$ cat config.mk
export PLATFORM = sky130hd
export DESIGN_NAME = mem_arbiter
export DESIGN_NICKNAME = d
export VERILOG_FILES = /design/src/rtl/mem_arbiter.sv
export SDC_FILE = /design/constraint.sdc
export NUM_CORES = 1
export LEC_CHECK = 0
export BUFFER_PORTS_ARGS = -buffer_cell sky130_fd_sc_hd__buf_4
export CAP_MARGIN = 20
export CORE_MARGIN = 2
export CORE_UTILIZATION = 39
export DETAILED_ROUTE_END_ITERATION = 12
export GPL_TIMING_DRIVEN = 0
export PLACE_DENSITY = 0.81
export SYNTH_ARGS = -nofsm -noshare
export SYNTH_HDL_FRONTEND = slang
export SYNTH_SLANG_ARGS = --single-unit
$ cat constraint.sdc
create_clock -name clk -period 1.9 [get_ports clk]
set_input_delay 0.19 -clock clk [delete_from_list [all_inputs] [get_ports clk]]
set_output_delay 0.19 -clock clk [all_outputs]
set_load 0.02 [all_outputs]
$ cat src/rtl/mem_arbiter.sv
// Two-requester (fetch / data) arbiter in front of a single-ported word memory.
// Define ARB_RR_EN for round-robin on simultaneous requests; otherwise data always wins.
module mem_arbiter #(
  parameter int ADDR_W = 12,
  parameter int DATA_W = 32
) (
  input  logic              clk,
  input  logic              reset,
  // instruction fetch side
  input  logic              if_req,
  input  logic [ADDR_W-1:0] if_adr,
  output logic [DATA_W-1:0] if_rdata,
  output logic              if_done,
  output logic              if_stall,
  // data side
  input  logic              dm_req,
  input  logic              dm_we,
  input  logic [ADDR_W-1:0] dm_adr,
  input  logic [DATA_W-1:0] dm_wdata,
  output logic [DATA_W-1:0] dm_rdata,
  output logic              dm_done,
  // memory side
  output logic              mem_req,
  output logic              mem_we,
  output logic [ADDR_W-1:0] mem_adr,
  output logic [DATA_W-1:0] mem_wdata,
  input  logic              mem_ack,
  input  logic [DATA_W-1:0] mem_rdata
);

  typedef enum logic [1:0] {
    IDLE    = 2'd0,
    IF_BUSY = 2'd1,
    DM_BUSY = 2'd2
  } state_t;

  state_t              r_state;
  logic                r_last_grant;  // 0 = fetch, 1 = data
  logic                r_mem_req;
  logic                r_mem_we;
  logic [ADDR_W-1:0]   r_mem_adr;
  logic [DATA_W-1:0]   r_mem_wdata;
  logic                w_pick_dm;
  logic                w_if_done;
  logic                w_dm_done;

`ifdef ARB_RR_EN
  // On a tie, the data side wins only if fetch was served last.
  assign w_pick_dm = dm_req & (~if_req | ~r_last_grant);
`else
  // last_grant is still tracked but has no influence on a fixed-priority decision.
  assign w_pick_dm = dm_req | (r_last_grant & 1'b0);
`endif

  assign w_if_done = (r_state == IF_BUSY) & mem_ack;
  assign w_dm_done = (r_state == DM_BUSY) & mem_ack;

  always_ff @(posedge clk or posedge reset) begin
    if (reset) begin
      r_state      <= IDLE;
      r_last_grant <= 1'b0;
      r_mem_req    <= 1'b0;
      r_mem_we     <= 1'b0;
      r_mem_adr    <= '0;
      r_mem_wdata  <= '0;
    end else begin
      case (r_state)
        IDLE: begin
          if (w_pick_dm) begin
            r_state      <= DM_BUSY;
            r_last_grant <= 1'b1;
            r_mem_req    <= 1'b1;
            r_mem_we     <= dm_we;
            r_mem_adr    <= dm_adr;
            r_mem_wdata  <= dm_wdata;
          end else if (if_req) begin
            r_state      <= IF_BUSY;
            r_last_grant <= 1'b0;
            r_mem_req    <= 1'b1;
            r_mem_we     <= 1'b0;
            r_mem_adr    <= if_adr;
            r_mem_wdata  <= '0;
          end
        end
        IF_BUSY, DM_BUSY: begin
          // The command stays frozen until the memory acknowledges, even if req drops.
          if (mem_ack) begin
            r_state   <= IDLE;
            r_mem_req <= 1'b0;
          end
        end
        default: begin
          r_state   <= IDLE;
          r_mem_req <= 1'b0;
        end
      endcase
    end
  end

  assign mem_req   = r_mem_req;
  assign mem_we    = r_mem_we;
  assign mem_adr   = r_mem_adr;
  assign mem_wdata = r_mem_wdata;

  assign if_done   = w_if_done;
  assign dm_done   = w_dm_done;
  assign if_rdata  = mem_rdata;
  assign dm_rdata  = mem_rdata;
  assign if_stall  = if_req & ~w_if_done;

endmodule

Yosys cells after proc, flatten, opt, wreduce, memory -nomap -nowiden --
Cells that the tools add are included.
Word-level totals: register bits 48, latch bits 0, memory bits (writable) 0, ROM bits 0, output and inout bits 113, logic and storage cells 32, memories kept 0
Cells by class: $add $sub $neg 0, multiply operators 0, divide/modulo/power cells 0, magnitude comparators 0, equal/unequal tests 4, shift-type cells 0, mux-type cells 14, bitwise operators 4, reduce and logical (&&, ||, !) cells 5
Operators by type and width (number):
- $mux W32 | 2
- $mux W12 | 2
- $mux W2 | 3
- $mux W1 | 5
- $pmux W2 S2 | 1
- $reduce_and A2 Y1 | 2
- $and A1 B1 Y1 | 3
- $ne A3 B3 Y1 const B | 1
- $eq A2 B1 Y1 const B | 1
- $eq A2 B2 Y1 const B | 1
- $logic_not A2 Y1 | 1
- $ne A2 B2 Y1 const B | 1
- $pmux W1 S2 | 1
- $reduce_bool A2 Y1 | 1
- $reduce_or A2 Y1 | 1
- $not A1 Y1 | 1

Logic depth before layout (Yosys ltp) --
depth in word-level cells 4, mapped depth 7, mapped depth without buffers 5

Worst setup path after synthesis --
Ideal clock, no wire load.
path type flip-flop to flip-flop, start reg r_state[0], end reg r_mem_req (netlist: mem_req), arrival 1295 ps, required time 1775 ps, setup slack 480 ps, cell stages (with the launch flop) 6, buffers on the path 0, cells stage by stage dfrtp_1 -> inv_1 -> ha_1 -> nor2b_1 -> a21oi_1 -> mux2_2
On the way: word-level cells in the longest chain between the ends 4, elaborated cells between the ends (all ways) 8, those cells by class eq/ne: 4; mux: 1; reduce/logical: 3
RTL lines:
- from (decl) | line 37 | state_t r_state;
- from (signal assigned) | line 60 | r_state <= IDLE;
- from (signal assigned) | line 70 | r_state <= DM_BUSY;
- from (signal assigned) | line 77 | r_state <= IF_BUSY;
- $eq A2 B1 Y1 / $eq A2 B2 Y1 (equally long branches) | line 67 | case (r_state)
- $reduce_or A2 Y1 | line 67
- $ne A2 B2 Y1 (no line)
- $reduce_and A2 Y1 (no line)
- to (signal assigned) | line 62 | r_mem_req <= 1'b0;
- to (signal assigned) | line 72 | r_mem_req <= 1'b1;
- to (signal assigned) | line 79 | r_mem_req <= 1'b1;
- to (decl) | line 39 | logic r_mem_req;
Several ways; a longest one is shown, not always the timed one. A chain may end at the register's enable or synchronous reset.

Worst setup path in the final report --
start reg r_state[1], end out if_stall
On the way: word-level cells in the longest chain between the ends 4
RTL lines:
- $eq A2 B1 Y1 | line 55 | assign w_if_done = (r_state == IF_BUSY) & mem_ack;
- $and A1 B1 Y1 | line 55
- $not A1 Y1 | line 109 | assign if_stall = if_req & ~w_if_done;
- $and A1 B1 Y1 | line 109
- to (decl) | line 14 | output logic if_stall,
No other way between the ends.

==> run metrics <==
Die Footprint about 7000 um2; commonest non-fill, non-tap cells in the layout 238 x buf_4, 48 x dfrtp_1, 33 x a22o_1; H-tree levels 2; number of port buffers roughly 170; status finished clean; wire length of the first global-routing pass 10580 um; number of global-route vias before repair around 2300; Synth Area per Inst 11.39 um2; WP data arrival around 1400 ps; Hold WS roughly 100 ps; DP HPWL roughly 5400 um; GRT overflow 0; cell area after synthesis 2484 um2; Synth Net Count roughly 320; Tot Pwr approximately 5500 uW; # DRC 0; Least-Margin Pin Slew between 500 and 600 ps; Max FO, Critical Path 4; cell count after synthesis 218; Final Hold Vio Count 0; chip width 83.80 um; Final setup viols 0; via count 2211; CP endpoint kind primary output; post-route ant nets 0; # Post-CTS Setup Buffers 0; largest net degree at the start of global routing 27; clk_lat worst skew 290 ps; pwr/cell area 1367 nW/um2; post-synthesis sequential area ratio 48.36%; Num CTS Buffers 5; Final Instance Count excl. Fillers 478; max capacitance violation total 0; Lkg Pwr 0.002198 uW; kind of critical path reg -> out; clock skew 6.079 ps; Core Region roughly 6200 um2; Root Driver clkbuf_8; initial core utilization 39.80%; CP cell instances inv_1 > ha_1 > and2_1 > nor2b_1 > buf_4; Critical Path Source Type register; Final period util 83.90%; RSZ-0062 raised after global routing no; Final nets around 500; Iter 0 DRT Violations 81; Total Wirelength 6614 um; number of fill cells in the layout 528; ant diodes 0; post-cts sizing count 0; total track usage 18.60%; Die Y 83.80 um; hold buffer count at cts 1; sequential power share 32.8%; Netlist cell types 23; Psw 2204 uW; crit path max-delay cell type dfrtp_1; DR WL/cell 13.84 um; layout cell share with drive strength beyond 1 64.84%; clock group share of total power 11.4%; Slew headroom 65.89%; TritonRoute pass-1 iters 4; fmax approximately 0.63 GHz; Net Sw Frac 40.29%; Synthesis Warnings 0; clk buf depth 2; initial antenna violation count 0; Max IR drop VDD 0.6456 mV; Worst Hold Class in -> reg; CTS sink cnt 48; Buf/Inv on CP 2; Tmin final 1594 ps; Reg clk slew, reported paths 90 ps; Placed Cells 469; R2R setup slack 360 ps; GP Congestion 0.7522; slowest stage delay, CP 410 ps; most common cell after layout, fill and taps aside buf_4; io pins 207; Critical Path RT 1710 ps; final slew viol count 0; CTS tree built; Comb power frac 55.7%; Avg Vias per Cell 4.626; #FFs+latches synth 48; Pint between 3000 and 4000 uW; Rows 29; Crit path max-delay family flip-flops; Layout area overhead 61.16%
[registers in the layout, indices dropped and copies added, names as in the netlist]
signal,flops
mem_wdata,32
mem_adr,12
r_state,2
mem_req,1
mem_we,1
[cells by family after synthesis]
| logic type | count (synthesis) | share of synthesized area [%] |
|---|---|---|
| muxes | 13 | 5.290 |
| DFF | 48 | 48.36 |
| and+or+nand+nor | 24 | 4.584 |
| adders and majority gates | 4 | 2.015 |
| AOI/OAI and AO/OA | 50 | 15.42 |
| buffers and inverters | 79 | 24.33 |
[area by class of cell]
type / count / area (um2) / share of cell area [%]
timing repair buffer: 175 / 1329 / 33.20
sequential: 48 / 1201 / 30.01
multi-input combinational: 91 / 678.2 / 16.94
buffer: 76 / 593.1 / 14.82
tap: 77 / 96.34 / 2.407
clock buffer: 7 / 86.33 / 2.157
inverter: 3 / 11.26 / 0.2813
clock inverter: 1 / 7.507 / 0.1876
[power groups by stage]
| stage | clock, uW | combinational, uW | sequential (uW) |
|---|---|---|---|
| 3_5_place_dp | 0 | 3090 | 1820 |
| 5_1_grt | 692 | 3270 | 1860 |
| 6_report | 625 | 3050 | 1800 |
| 3_3_place_gp | 0 | 3020 | 1810 |
| 4_1_cts | 645 | 3100 | 1800 |
| 2_1_floorplan | 0 | 1240 | 2370 |
[metal layers]
metal	part of all wire [%]	GRT usage, %	up-vias
li1	-	-	1053
met1	35	20.33	1030
met2	53	34.33	122
met3	10	6.528	6
met4	0.95	4.399	0
met5	0	0	-
[cells in the mapped netlist]
| library cell | n | area, um2 |
|---|---|---|
| a21oi_1 | 1 | 5.000 |
| a22o_1 | 33 | 289.0 |
| a31oi_1 | 1 | 6.260 |
| and2_1 | 3 | 18.77 |
| and3b_1 | 1 | 8.760 |
| buf_2 | 3 | 15.01 |
| buf_4 | 65 | 488.0 |
| buf_6 | 8 | 90.09 |
| dfrtp_1 | 48 | 1201 |
| ha_1 | 4 | 50.05 |
| inv_1 | 3 | 11.26 |
| mux2_2 | 1 | 11.26 |
| mux2i_1 | 12 | 120.1 |
| nand2_1 | 14 | 52.55 |
| nand2b_1 | 2 | 12.51 |
| nand3_1 | 1 | 5.000 |
| nor2_1 | 1 | 3.750 |
| nor2b_1 | 2 | 12.51 |
| o211ai_1 | 1 | 7.510 |
| o21ai_0 | 8 | 40.04 |
| o21ai_1 | 4 | 20.02 |
| o21ai_2 | 1 | 8.760 |
| o22ai_1 | 1 | 6.260 |
[worst paths after layout]
| path | depth (start not counted) | startpoint | end |
|---|---|---|---|
| worst min register to register | 2 | mem_adr[4] | mem_adr[4] |
| worst max-delay path | 5 | r_state[1] | if_stall |
| worst min-delay path | 2 | dm_wdata[15] | mem_wdata[15] |
| worst max register to register | 6 | r_state[1] | mem_wdata[21] |
| min in group asynchronous | 3 | reset | mem_wdata[4] |
| max in group asynchronous | 4 | reset | mem_wdata[21] |
[stage by stage]
| stage | instance area (um2) | utilization [%] | setup TNS [ps] | worst slack, ps |
|---|---|---|---|---|
| 6_report | 4003 | 64.13 | 0 | 305.9 |
| 4_1_cts | 4003 | 64.13 | 0 | 307.2 |
| 3_3_place_gp | 3879 | 62.15 | -1131 | -25.43 |
| 3_5_place_dp | 3899 | 62.47 | 0 | 367.5 |
| 2_1_floorplan | 2484 | - | 0 | 480.1 |
| 5_1_grt | 4003 | 64.13 | 0 | 210.8 |
[worst register-to-register path: stages (launching register included)]
cell	delay, ps
dfrtp_1	410
inv_1	100
ha_1	250
and2_1	170
buf_2	170
buf_6	150
a22o_1	190
Note: power is estimated with default switching activity, not from simulation.
